--- config.mk ---
export PLATFORM = sky130hd
export DESIGN_NAME = multdiv_unit
export DESIGN_NICKNAME = d
export VERILOG_FILES = /design/src/rtl/multdiv_unit_pkg.sv /design/src/rtl/multdiv_iter.sv /design/src/rtl/multdiv_unit.sv
export SDC_FILE = /design/constraint.sdc
export NUM_CORES = 1
export LEC_CHECK = 0
export ABC_AREA = 1
export BUFFER_PORTS_ARGS = -buffer_cell sky130_fd_sc_hd__buf_2
export CAP_MARGIN = 30
export CORE_ASPECT_RATIO = 0.6
export CORE_MARGIN = 5
export CORE_UTILIZATION = 60
export DETAILED_ROUTE_END_ITERATION = 8
export GPL_TIMING_DRIVEN = 1
export HOLD_SLACK_MARGIN = 0.05
export PLACE_DENSITY = 0.86
export SLEW_MARGIN = 0
export SYNTH_ARGS = -nofsm -noshare
export SYNTH_HDL_FRONTEND = slang
export SYNTH_SLANG_ARGS = --single-unit
export TNS_END_PERCENT = 5
--- constraint.sdc ---
create_clock -name clock -period 5.5 [get_ports clock]
set_clock_uncertainty 0.1 [all_clocks]
set_input_delay 0.55 -clock clock [delete_from_list [all_inputs] [get_ports clock]]
set_output_delay 0.55 -clock clock [all_outputs]
set_load 0.01 [all_outputs]
--- src/rtl/multdiv_unit_pkg.sv ---
// Shared constants for the multi-cycle multiply/divide unit and the ALU control decode.
package multdiv_unit_pkg;

  localparam int DATA_WIDTH = 32;
  localparam logic [4:0] MULT_OP = 5'b00110;
  localparam logic [4:0] DIV_OP  = 5'b00111;
  localparam int ITER_BITS = $clog2(DATA_WIDTH) + 1;

  typedef enum logic [1:0] {
    IDLE     = 2'd0,
    MULT_RUN = 2'd1,
    DIV_RUN  = 2'd2,
    DONE     = 2'd3
  } state_t;

endpackage

--- src/rtl/multdiv_iter.sv ---
// Unsigned one-bit-per-clock datapath: shift-add multiply or restoring divide on magnitudes.
module multdiv_iter
  import multdiv_unit_pkg::*;
#(
  parameter int WIDTH = DATA_WIDTH
) (
  input  logic             clock,
  input  logic             reset_n,
  input  logic             load,
  input  logic             load_div,
  input  logic             step,
  input  logic [WIDTH-1:0] operand_a,
  input  logic [WIDTH-1:0] operand_b,
  output logic [WIDTH-1:0] hi_next,
  output logic [WIDTH-1:0] lo_next
);

  logic [WIDTH-1:0] md_reg;
  logic [WIDTH-1:0] hi_reg;
  logic [WIDTH-1:0] lo_reg;
  logic             div_reg;

  logic [WIDTH:0]   sum;
  logic [WIDTH:0]   shifted;
  logic             fits;
  logic [WIDTH-1:0] diff;

  // Multiply: {hi,lo} holds partial product with the multiplier draining out of lo.
  assign sum = {1'b0, hi_reg} + (lo_reg[0] ? {1'b0, md_reg} : '0);

  // Divide: hi is the partial remainder, lo shifts dividend bits out and quotient bits in.
  assign shifted = {hi_reg, lo_reg[WIDTH-1]};
  assign fits    = shifted >= {1'b0, md_reg};
  assign diff    = shifted[WIDTH-1:0] - md_reg;

  always_comb begin
    hi_next = sum[WIDTH:1];
    lo_next = {sum[0], lo_reg[WIDTH-1:1]};
    if (div_reg) begin
      hi_next = fits ? diff : shifted[WIDTH-1:0];
      lo_next = {lo_reg[WIDTH-2:0], fits};
    end
  end

  always_ff @(posedge clock or negedge reset_n) begin
    if (!reset_n) begin
      md_reg  <= '0;
      hi_reg  <= '0;
      lo_reg  <= '0;
      div_reg <= 1'b0;
    end else if (load) begin
      md_reg  <= operand_b;
      lo_reg  <= operand_a;
      hi_reg  <= '0;
      div_reg <= load_div;
    end else if (step) begin
      hi_reg <= hi_next;
      lo_reg <= lo_next;
    end
  end

endmodule

--- src/rtl/multdiv_unit.sv ---
// Multi-cycle signed multiply/divide: FSM, sign handling, exception detection, output registers.
module multdiv_unit
  import multdiv_unit_pkg::*;
#(
  parameter int WIDTH = DATA_WIDTH
) (
  input  logic             clock,
  input  logic             reset_n,
  input  logic [WIDTH-1:0] data_operandA,
  input  logic [WIDTH-1:0] data_operandB,
  input  logic             ctrl_MULT,
  input  logic             ctrl_DIV,
  output logic [WIDTH-1:0] data_result,
  output logic             data_exception,
  output logic             data_resultRDY,
  output logic             busy
);

  state_t                 state_reg, state_next;
  logic [ITER_BITS-1:0]   cnt_reg;
  logic                   sign_reg;
  logic [WIDTH-1:0]       result_reg;
  logic                   exc_reg;

  logic [WIDTH-1:0]       abs_a, abs_b;
  logic                   start, div_by_zero, load, step, last;
  logic [WIDTH-1:0]       hi_next, lo_next;
  logic [2*WIDTH-1:0]     prod_mag, prod_signed;
  logic [WIDTH-1:0]       quot_signed;
  logic                   mult_ovf, div_ovf;

  // Magnitude of the most negative value wraps to itself, which is correct read as unsigned.
  assign abs_a = data_operandA[WIDTH-1] ? -data_operandA : data_operandA;
  assign abs_b = data_operandB[WIDTH-1] ? -data_operandB : data_operandB;

  assign start       = (state_reg == IDLE) && (ctrl_MULT || ctrl_DIV);
  assign div_by_zero = !ctrl_MULT && (data_operandB == '0);
  assign load        = start && !div_by_zero;
  assign step        = (state_reg == MULT_RUN) || (state_reg == DIV_RUN);
  assign last        = step && (cnt_reg == ITER_BITS'(WIDTH - 1));

  multdiv_iter #(.WIDTH(WIDTH)) u_iter (
    .clock     (clock),
    .reset_n   (reset_n),
    .load      (load),
    .load_div  (!ctrl_MULT),
    .step      (step),
    .operand_a (abs_a),
    .operand_b (abs_b),
    .hi_next   (hi_next),
    .lo_next   (lo_next)
  );

  // Final result is formed from the last iteration's combinational output so it lands with DONE.
  assign prod_mag    = {hi_next, lo_next};
  assign prod_signed = sign_reg ? -prod_mag : prod_mag;
  assign mult_ovf    = !((&prod_signed[2*WIDTH-1:WIDTH-1]) || !(|prod_signed[2*WIDTH-1:WIDTH-1]));
  assign quot_signed = sign_reg ? -lo_next : lo_next;
  assign div_ovf     = !sign_reg && lo_next[WIDTH-1];

  always_comb begin
    state_next = state_reg;
    case (state_reg)
      IDLE: begin
        if (ctrl_MULT)        state_next = MULT_RUN;
        else if (ctrl_DIV)    state_next = div_by_zero ? DONE : DIV_RUN;
      end
      MULT_RUN, DIV_RUN: if (last) state_next = DONE;
      DONE:    state_next = IDLE;
      default: state_next = IDLE;
    endcase
  end

  always_ff @(posedge clock or negedge reset_n) begin
    if (!reset_n) begin
      state_reg  <= IDLE;
      cnt_reg    <= '0;
      sign_reg   <= 1'b0;
      result_reg <= '0;
      exc_reg    <= 1'b0;
    end else begin
      state_reg <= state_next;
      if (start) begin
        cnt_reg  <= '0;
        sign_reg <= data_operandA[WIDTH-1] ^ data_operandB[WIDTH-1];
        if (div_by_zero) begin
          result_reg <= '0;
          exc_reg    <= 1'b1;
        end
      end else if (step) begin
        cnt_reg <= cnt_reg + ITER_BITS'(1);
        if (last) begin
          result_reg <= (state_reg == DIV_RUN) ? quot_signed : prod_signed[WIDTH-1:0];
          exc_reg    <= (state_reg == DIV_RUN) ? div_ovf : mult_ovf;
        end
      end
    end
  end

  assign data_result    = result_reg;
  assign data_exception = exc_reg;
  assign data_resultRDY = (state_reg == DONE);
  assign busy           = step;

endmodule

==> impl_metrics.yaml, run 1 <==
run_status:
  status: "finished clean"
clock_tree:
  cts_buffers: 17
  clock-root-buffer: "clkbuf_16"
  clkSlewWorstSetupHoldPaths_ps: 70
  clock_latency_ps: 450
  cts-resized-gates: 0
  h-tree-depth: 4
  cts_max_path_buffers: 2
  clock_sinks: 139
  cts_tree: "yes"
yosys:
  async_flop_share_pct: 100
  synth_cell_types: 56
  avgSynthCellArea_um2: 5.81
  netlist_instances: 2745
  ys_seq_elements: 139
  yosys_warnings: 0
  synth_edf_count: 0
  netlist_area_um2: 16000
  synth_sequential_area_ratio_pct: 21.8
  synth_nets: 2886
  ys.flop_type: "dfrtp_1"
global_routing:
  grt_pass1_wl_mm: 95.6
  grt.total_usage_pct: 41.3
  antenna_found_initial: 1
  grt_pass1_vias: 16700
  grt_start_max_net_pins: 102
  grt.overflow.total: 0
timing:
  rsz0062_at_grt: "no"
  worst_slew_pin_slew_ps: 1040
  min_period_ps: 5100
  slew-limit-headroom_pct: 30.3
  drv_slew: 0
  finalSetupTns_ps: 0
  max_freq_mhz: 196
  finalCritPeriodShare_pct: 92.7
  whs_ps: 260
  hold_viol_final: 0
  setup_viol: 0
detailed_routing:
  drtAntennaViolNets: 0
  drc_errors: 0
  wire_per_inst_um: 19.9
  post_drt_via_cell_ratio: 5.99
  first_pass_iters: 6
  vias: 19100
  wl_mm: 63.3
  first_iter_violations: 3321
setup_path:
  cp-start-kind: "register"
  cp.buffers_inverters: 2
  required_ps: 5730
  r2r_start: "u_iter.hi_reg[1]"
  rr_endpoint: "data_exception"
  arrival_ps: 5330
  crit_family: "simple AND/OR/NAND/NOR gates"
  ff2ff_setup_slack_ps: 400
  path_common_cell: "nand2_1"
  crit_fanout: 9
  max_stage_delay_ps: 460
  crit_slowest_cell: "dfrtp_1"
  crit_type: "register to register"
  reg2regPathDepth: 32
  end_kind: "register"
min_path:
  hold_path.class: "primary input to register"
  min_from: "ctrl_MULT"
  min_path_cells: 2
  hold_end: "u_iter.div_reg"
flow_run:
  drv_cap: 0
finish:
  layout_common_cells: "nand2_1, inv_1, nor2_1"
  fin_nets: 2954
  n_antenna_cell: 0
  layout_commonest_cell: "nand2_1"
  stdcell_area_um2: 17400
  final_util_pct: 66.0
  nFillCells: 2418
  syn2layout_area_growth_pct: 8.75
  drive_above_1_share_pct: 8.46
die:
  rows: 46
  die_area_um2: 30100
  io-pin-count: 103
  die_w_um: 221
  start_util_pct: 60.7
  core-area_um2: 26300
  die_h_um: 136
placement:
  dpl.hpwl_mm: 50.4
  postPlaceCellArea_um2: 16700
  place_congestion: 1.12
  portBuffers: 102
## metrics by stage
step	instances	setup slack, ps
2_1_floorplan	2745	1660
3_3_place_gp	3149	634
3_5_place_dp	3149	546
4_1_cts	3181	534
5_1_grt	3186	53.9
6_report	3186	402
## worst reg2reg max path, delay by kind of cell (launching register included)
family	cells	cell delay, ps
adder cells (fa/ha/maj)	2	670
AND/OR/NAND/NOR	27	3540
buffers and inverters	2	170
flip-flops	1	460
AO/OA/AOI/OAI	1	50
## layer usage
layer  GRT usage [%]  wire length, µm  share of wire, %  vias to the layer above
li1                -                -                 -                     8873
met1            62.7            26900                43                     8591
met2            52.2            23100                37                     1460
met5               0                7             0.011                        -
met3            19.9            12000                19                      146
met4            8.12             1260               2.0                        2
## area by class of cell
cell class | count | area (µm²) | area share, %
Timing Repair Buffer | 131 | 767 | 4.42
Sequential cell | 139 | 3480 | 20.1
Inverter | 425 | 1600 | 9.19
Multi-Input combinational cell | 2099 | 10500 | 60.3
Tap cell | 360 | 450 | 2.60
Clock inverter | 12 | 130 | 0.750
Clock buffer | 20 | 457 | 2.63
## cells in the mapped netlist, types with 3 or more instances
cell type	number	area, µm²
a21boi_0	3	22.5
buf_1	12	45.0
o211ai_1	8	60.1
nor2_1	281	1050
o31ai_1	5	37.5
o22ai_1	18	113
o221ai_1	27	236
nor3_1	40	200
buf_6	9	101
dfrtp_1	139	3480
o21ai_1	13	65.1
nand3b_1	9	67.6
xnor2_1	34	298
a21oi_1	80	400
clkbuf_1	45	169
nand4_1	59	369
o41ai_1	6	52.6
a22o_1	4	35.0
o21ai_0	130	651
clkinv_1	4	15.0
or2_2	13	81.3
inv_2	14	52.6
nor2_2	13	81.3
nand2_1	936	3510
buf_2	11	55.1
o21bai_1	6	45.0
nor3b_1	4	30.0
ha_1	71	888
buf_4	4	30.0
inv_1	407	1530
nand3_2	13	130
xor2_1	61	534
nand3_1	216	1080
nand2_2	9	56.3
and2_1	6	37.5
nor4_1	6	37.5
## what timing repair did
action,in CTS,in global routing
hold buffers,0,1
endpoints found under the setup margin,0,1
setup buffers,0,2
endpoints found under the hold margin,0,12
## how the worst max path moves through the flow
stage,start,endpoint,slack [ps],cells past startpoint
2_1_floorplan,u_iter.hi_reg[27],data_exception,1660,29
3_3_place_gp,u_iter.hi_reg[1],data_exception,630,32
3_5_place_dp,u_iter.hi_reg[1],data_exception,550,32
4_1_cts,u_iter.hi_reg[12],data_exception,530,32
5_1_grt,u_iter.md_reg[12],data_exception,50,31
6_report,u_iter.hi_reg[1],data_exception,400,32
## logic make-up after synthesis
group	after synthesis	share of synthesized area, %
DFF	139	21.8
buffers and inverters	507	12.6
AOI/OAI and AO/OA	312	11.4
muxes	1	0.0706
adders and majority gates	73	5.82
and+or+nand+nor	1618	43.1
xor gates and xnor gates	95	5.21
Power of run 1 is not shown: default switching activity piles up to over one toggle a cycle in this logic, so the estimate is an artifact.
==> run 2: changes to the inputs <==
--- a/config.mk
+++ b/config.mk
@@ -8,13 +8,15 @@
 export ABC_AREA = 1
 export BUFFER_PORTS_ARGS = -buffer_cell sky130_fd_sc_hd__buf_2
 export CAP_MARGIN = 30
+export CELL_PAD_IN_SITES_DETAIL_PLACEMENT = 1
+export CELL_PAD_IN_SITES_GLOBAL_PLACEMENT = 1
 export CORE_ASPECT_RATIO = 0.6
 export CORE_MARGIN = 5
-export CORE_UTILIZATION = 60
+export CORE_UTILIZATION = 47
 export DETAILED_ROUTE_END_ITERATION = 8
-export GPL_TIMING_DRIVEN = 1
+export GPL_TIMING_DRIVEN = 0
 export HOLD_SLACK_MARGIN = 0.05
-export PLACE_DENSITY = 0.86
+export PLACE_DENSITY = 0.95
 export SLEW_MARGIN = 0
 export SYNTH_ARGS = -nofsm -noshare
 export SYNTH_HDL_FRONTEND = slang
==> constraint.sdc (replaced) <==
create_clock -name clock -period 6.54 [get_ports clock]
set_clock_uncertainty 0.1 [all_clocks]
set_input_delay 0.654 -clock clock [delete_from_list [all_inputs] [get_ports clock]]
set_output_delay 0.654 -clock clock [all_outputs]
set_load 0.01 [all_outputs]
==> run 2 against run 1 <==
  * First-iteration DRC count down 40%
  * Wire length grew 21%
  * Critical path depth is 2 lower
  * Register-to-register slack better by 100 ps
  * Die area is 26% higher
  * Utilization decreased by 13 points
  * Non-clock buffer count increased by 56
  * Worst setup slack gained 100 ps
  * Sequential share of layout area fell by 0.39 points
  * Hold slack improved by 120 ps
  * Count of clock-buffer cells in the layout down 2
  * Cell area up 1.8%
  * Critical path type unchanged
  * Critical endpoint unchanged
==> impl_metrics.yaml, run 2 (synthesis results as in run 1) <==
run_status:
  status: "finished clean"
die:
  start_util_pct: 47.4
  die_w_um: 248
  core-area_um2: 33600
  die_h_um: 153
  die_area_um2: 37900
  io-pin-count: 103
  rows: 52
setup_path:
  crit_type: "register to register"
  path_common_cell: "nand2_1"
  crit_slowest_cell: "dfrtp_1"
  rr_endpoint: "data_exception"
  ff2ff_setup_slack_ps: 500
  r2r_start: "u_iter.hi_reg[27]"
  required_ps: 6780
  reg2regPathDepth: 30
  max_stage_delay_ps: 540
  end_kind: "register"
  cp-start-kind: "register"
  crit_fanout: 9
  arrival_ps: 6280
flow_run:
  drv_cap: 0
timing:
  hold_viol_final: 0
  slew-limit-headroom_pct: 16.7
  setup_viol: 0
  finalSetupTns_ps: 0
  worst_slew_pin_slew_ps: 1240
  rsz0062_at_grt: "no"
  finalCritPeriodShare_pct: 92.3
  drv_slew: 0
  min_period_ps: 6040
  max_freq_mhz: 166
global_routing:
  grt.total_usage_pct: 39.5
  antenna_found_initial: 2
  grt_pass1_vias: 19700
  grt_start_max_net_pins: 93
  grt.overflow.total: 0
  grt_pass1_wl_mm: 115
clock_tree:
  h-tree-depth: 4
  cts_buffers: 17
  clock-root-buffer: "clkbuf_16"
  clock_latency_ps: 470
  cts_max_path_buffers: 2
  clkSlewWorstSetupHoldPaths_ps: 80
  clock_sinks: 139
  cts_tree: "yes"
finish:
  fin_nets: 3010
  n_antenna_cell: 0
  layout_commonest_cell: "nand2_1"
  layout_common_cells: "nand2_1, inv_1, nor2_1"
  syn2layout_area_growth_pct: 10.7
  drive_above_1_share_pct: 8.19
detailed_routing:
  vias: 19800
  wire_per_inst_um: 22.9
  drc_errors: 0
  first_pass_iters: 7
  wl_mm: 76.5
  drtAntennaViolNets: 0
  post_drt_via_cell_ratio: 5.93
  first_iter_violations: 1999
placement:
  place_congestion: 1.01
  portBuffers: 100
  dpl.hpwl_mm: 63.4
min_path:
  min_from: "data_result[31]"
  hold_end: "data_result[31]"
  min_path_cells: 2
  hold_path.class: "register to register"
==> run 2: cell count changes in the layout (fill, tap and decap cells not counted), sizes merged <==
cell,previous run,this run
bufinv,1,0
clkbuf,20,63
clkinvlp,1,4
buf,130,141
==> run 2: metal layers <==
layer / track usage [%] / vias up / share of wire [%]
li1: - / 8978 / -
met1: 59.0 / 9590 / 45
met2: 54.2 / 1102 / 39
met3: 14.3 / 133 / 14
met4: 8.32 / 2 / 2.0
met5: 0 / - / 0.026
==> run 2: final cells by class <==
type | count | area, µm²
flip-flops and latches | 139 | 3480
plain buffers | 82 | 415
fillers | 4947 | 16000
clock buffers | 18 | 439
multi-input cells | 2099 | 10500
inverters | 425 | 1600
well taps | 459 | 574
repair buffers | 105 | 572
clock inverters | 14 | 128
==> run 2: how the worst max path moves through the flow <==
stage / startpoint / end / slack (ps) / cells past startpoint
6_report: u_iter.hi_reg[27] / data_exception / 500 / 30
3_3_place_gp: u_iter.hi_reg[27] / data_exception / 880 / 30
4_1_cts: u_iter.hi_reg[27] / data_exception / 720 / 30
5_1_grt: u_iter.hi_reg[27] / data_exception / 280 / 28
2_1_floorplan: u_iter.hi_reg[27] / data_exception / 2700 / 29
3_5_place_dp: u_iter.hi_reg[27] / data_exception / 780 / 30
==> run 2: what timing repair did <==
| item | 4_1_cts | 5_1_grt |
|---|---|---|
| hold buffers | 1 | 0 |
| resized for setup | 0 | 0 |
| hold endpoints to repair | 7 | 0 |
| buffers inserted | 0 | 0 |
==> run 2: critical path, delay by kind of cell, from the launching register on <==
kind	cells	cell delay, ps
fa+ha+maj	2	760
flops	1	540
simple gates	25	4000
compound gates	3	510
==> run 2: metrics by stage <==
| stage | util [%] | hold WS, ps | instances | instance area (µm²) | setup slack (ps) |
|---|---|---|---|---|---|
| floorplan | - | 258 | 2745 | 16000 | 2700 |
| global placement | 50.6 | 360 | 3304 | 17000 | 884 |
| detailed placement | 50.8 | 368 | 3307 | 17100 | 782 |
| CTS | 52.5 | 385 | 3340 | 17700 | 716 |
| global route | 52.5 | 410 | 3341 | 17700 | 281 |
| finish | 52.5 | 381 | 3341 | 17700 | 505 |
Power of run 2 is left out for the same reason.
==> run 3: changes to the inputs <==
--- a/config.mk
+++ b/config.mk
@@ -16,9 +16,10 @@
 export DETAILED_ROUTE_END_ITERATION = 8
 export GPL_TIMING_DRIVEN = 0
 export HOLD_SLACK_MARGIN = 0.05
-export PLACE_DENSITY = 0.95
+export PLACE_DENSITY = 0.94
 export SLEW_MARGIN = 0
 export SYNTH_ARGS = -nofsm -noshare
 export SYNTH_HDL_FRONTEND = slang
+export SYNTH_HIERARCHICAL = 1
 export SYNTH_SLANG_ARGS = --single-unit
 export TNS_END_PERCENT = 5
==> run 3 against run 2 <==
  * Utilization is 0.46 points higher
  * Die area rose by 0.91%
  * Register-to-register slack better by 30 ps
  * Critical path type unchanged
  * Largest cell class unchanged
  * Highest routed layer unchanged
==> impl_metrics.yaml, run 3 <==
run_status:
  status: "finished clean"
die:
  io-pin-count: 103
  die_area_um2: 38200
  core-area_um2: 33800
  rows: 52
  die_h_um: 153
  start_util_pct: 47.7
  die_w_um: 249
finish:
  fin_nets: 2996
  nFillCells: 4846
  layout_commonest_cell: "nand2_1"
  syn2layout_area_growth_pct: 11.1
  n_antenna_cell: 0
  drive_above_1_share_pct: 10.2
  stdcell_area_um2: 17900
  layout_common_cells: "nand2_1, inv_1, nor2_1"
  final_util_pct: 53.0
  seq_area_um2: 3480
  multi_input_area_um2: 10800
setup_path:
  crit_family: "simple AND/OR/NAND/NOR gates"
  rr_endpoint: "data_exception"
  crit_type: "register to register"
  r2r_start: "u_iter/lo_reg[0]"
  required_ps: 6780
  cp.buffers_inverters: 3
  crit_slowest_cell: "clkbuf_1"
  max_stage_delay_ps: 520
  ff2ff_setup_slack_ps: 540
  path_common_cell: "nand2_1"
  end_kind: "register"
  cp-start-kind: "register"
  crit_fanout: 10
  worstSetupStartpoint: "u_iter/lo_reg[0]"
  reg2regPathDepth: 30
  arrival_ps: 6250
timing:
  hold_viol_final: 0
  whs_ps: 74.8
  min_period_ps: 6000
  worst_slew_pin_slew_ps: 1130
  drv_slew: 0
  max_freq_mhz: 167
  finalSetupTns_ps: 0
  slew-limit-headroom_pct: 23.9
  setup_viol: 0
  worst_slack_ps: 536
  rsz0062_at_grt: "no"
  finalCritPeriodShare_pct: 91.8
yosys:
  avgSynthCellArea_um2: 5.93
  synth_top_family_by_area: "simple AND/OR/NAND/NOR gates"
  synthTopCellsByArea: "nand2_1, dfrtp_1, inv_1, nand3_1, nor2_1"
  ys.flop_type: "dfrtp_1"
  yosys_warnings: 6
  synth_area_leader_cell: "nand2_1"
  synth_edf_count: 0
  ys_seq_elements: 139
  netlist_instances: 2717
  synth-simple-area-share_pct: 44.0
  synth.area.mux_share_pct: 0.0699
  synth_cell_types: 56
  yosys-top-cells-count: "nand2_1, inv_1, nor2_1, nand3_1, dfrtp_1"
  synth-compound-area-share_pct: 11.4
  synth_nets: 2858
  netlist_area_um2: 16100
  yosysTopAreaCellShare_pct: 22.1
  synth_sequential_area_ratio_pct: 21.6
  yosysMostFrequentCell: "nand2_1"
  synth_fa_ha_area_share_pct: 5.76
  async_flop_share_pct: 100
  synth_xor_area_share_pct: 5.76
global_routing:
  grt.overflow.total: 0
  grt.total_usage_pct: 38.4
  antenna_found_initial: 4
  grt_start_max_net_pins: 84
  grt_pass1_vias: 19400
  grt_pass1_wl_mm: 114
detailed_routing:
  post_drt_via_cell_ratio: 5.91
  routed.top_layer: "met5"
  vias: 19700
  first_pass_iters: 6
  drtAntennaViolNets: 0
  first_iter_violations: 2294
  wl_met3_mm: 11.7
  wl_mm: 75.9
  wl_met2_mm: 29.1
  drc_errors: 0
  wire_per_inst_um: 22.8
  met1_length_mm: 33.6
clock_tree:
  cts_buffers: 17
  cts-resized-gates: 0
  clkSlewWorstSetupHoldPaths_ps: 70
  clock_sinks: 139
  clock_latency_ps: 460
  cts_tree: "yes"
  h-tree-depth: 4
  clock-root-buffer: "clkbuf_16"
  cts_max_path_buffers: 2
  post_cts_buffers: 0
  cts_hold_buffers: 0
min_path:
  hold_path.class: "primary input to async pin"
power_and_ir_drop:
  cellPowerDensity_nw_per_um2: 656
  power.leakage_nw: 9.53
  ir_drop_mv: 0.240
placement:
  postPlaceCellArea_um2: 17300
  pre_cts_slack_ps: 904
  portBuffers: 101
  dpl.hpwl_mm: 62.4
  place_congestion: 1.05
flow_run:
  drv_cap: 0
## run 3: cell types whose count changed after synthesis, moves of 16 or more
cell	delta
o211ai_1	+25
o22ai_1	-16
o221ai_1	-27
o31ai_2	+22
inv_1	-26
and2_1	+23
xor2_1	+17
nand4_1	-21
## run 3: cells by family after synthesis
group                    after synthesis
XOR/XNOR                             106
AO/OA/AOI/OAI                        296
flip-flops                           139
buffers and inverters                468
multiplexers                           1
AND/OR/NAND/NOR                     1634
adder cells (fa/ha/maj)               73
## run 3: metal layers
layer	vias up	GRT usage, %
li1	8870	-
met1	9452	55.7
met2	1191	53.1
met3	157	16.4
met4	6	7.42
met5	-	0
## run 3: cell type report
class	count	area share, %
flip-flops and latches	139	19.4
inverters	394	8.33
clock buffers	19	2.53
well taps	459	3.21
multi-input cells	2110	60.3
clock inverters	13	0.727
plain buffers	74	1.99
repair buffers	119	3.50
## run 3: worst max-delay path by stage
stage / slack, ps / endpoint / cells past startpoint
after CTS: 850 / data_exception / 30
after floorplan: 2710 / data_exception / 33
after global placement: 1020 / data_exception / 30
final: 540 / data_exception / 30
after global routing: 260 / data_exception / 30
after detailed placement: 900 / data_exception / 30
## run 3: metrics by stage
stage,power (mW),cells
after floorplan,7.02,2717
after global placement,9.64,3277
after detailed placement,10.1,3289
after CTS,11.2,3321
after global routing,12.3,3327
final,11.7,3327
## run 3: power breakdown
group          internal, mW  total, mW  switching (mW)
clock                 0.552       1.02           0.464
combinational          2.47       9.06            6.59
sequential             1.24       1.66           0.421
Note: power is estimated with default switching activity, not from simulation.
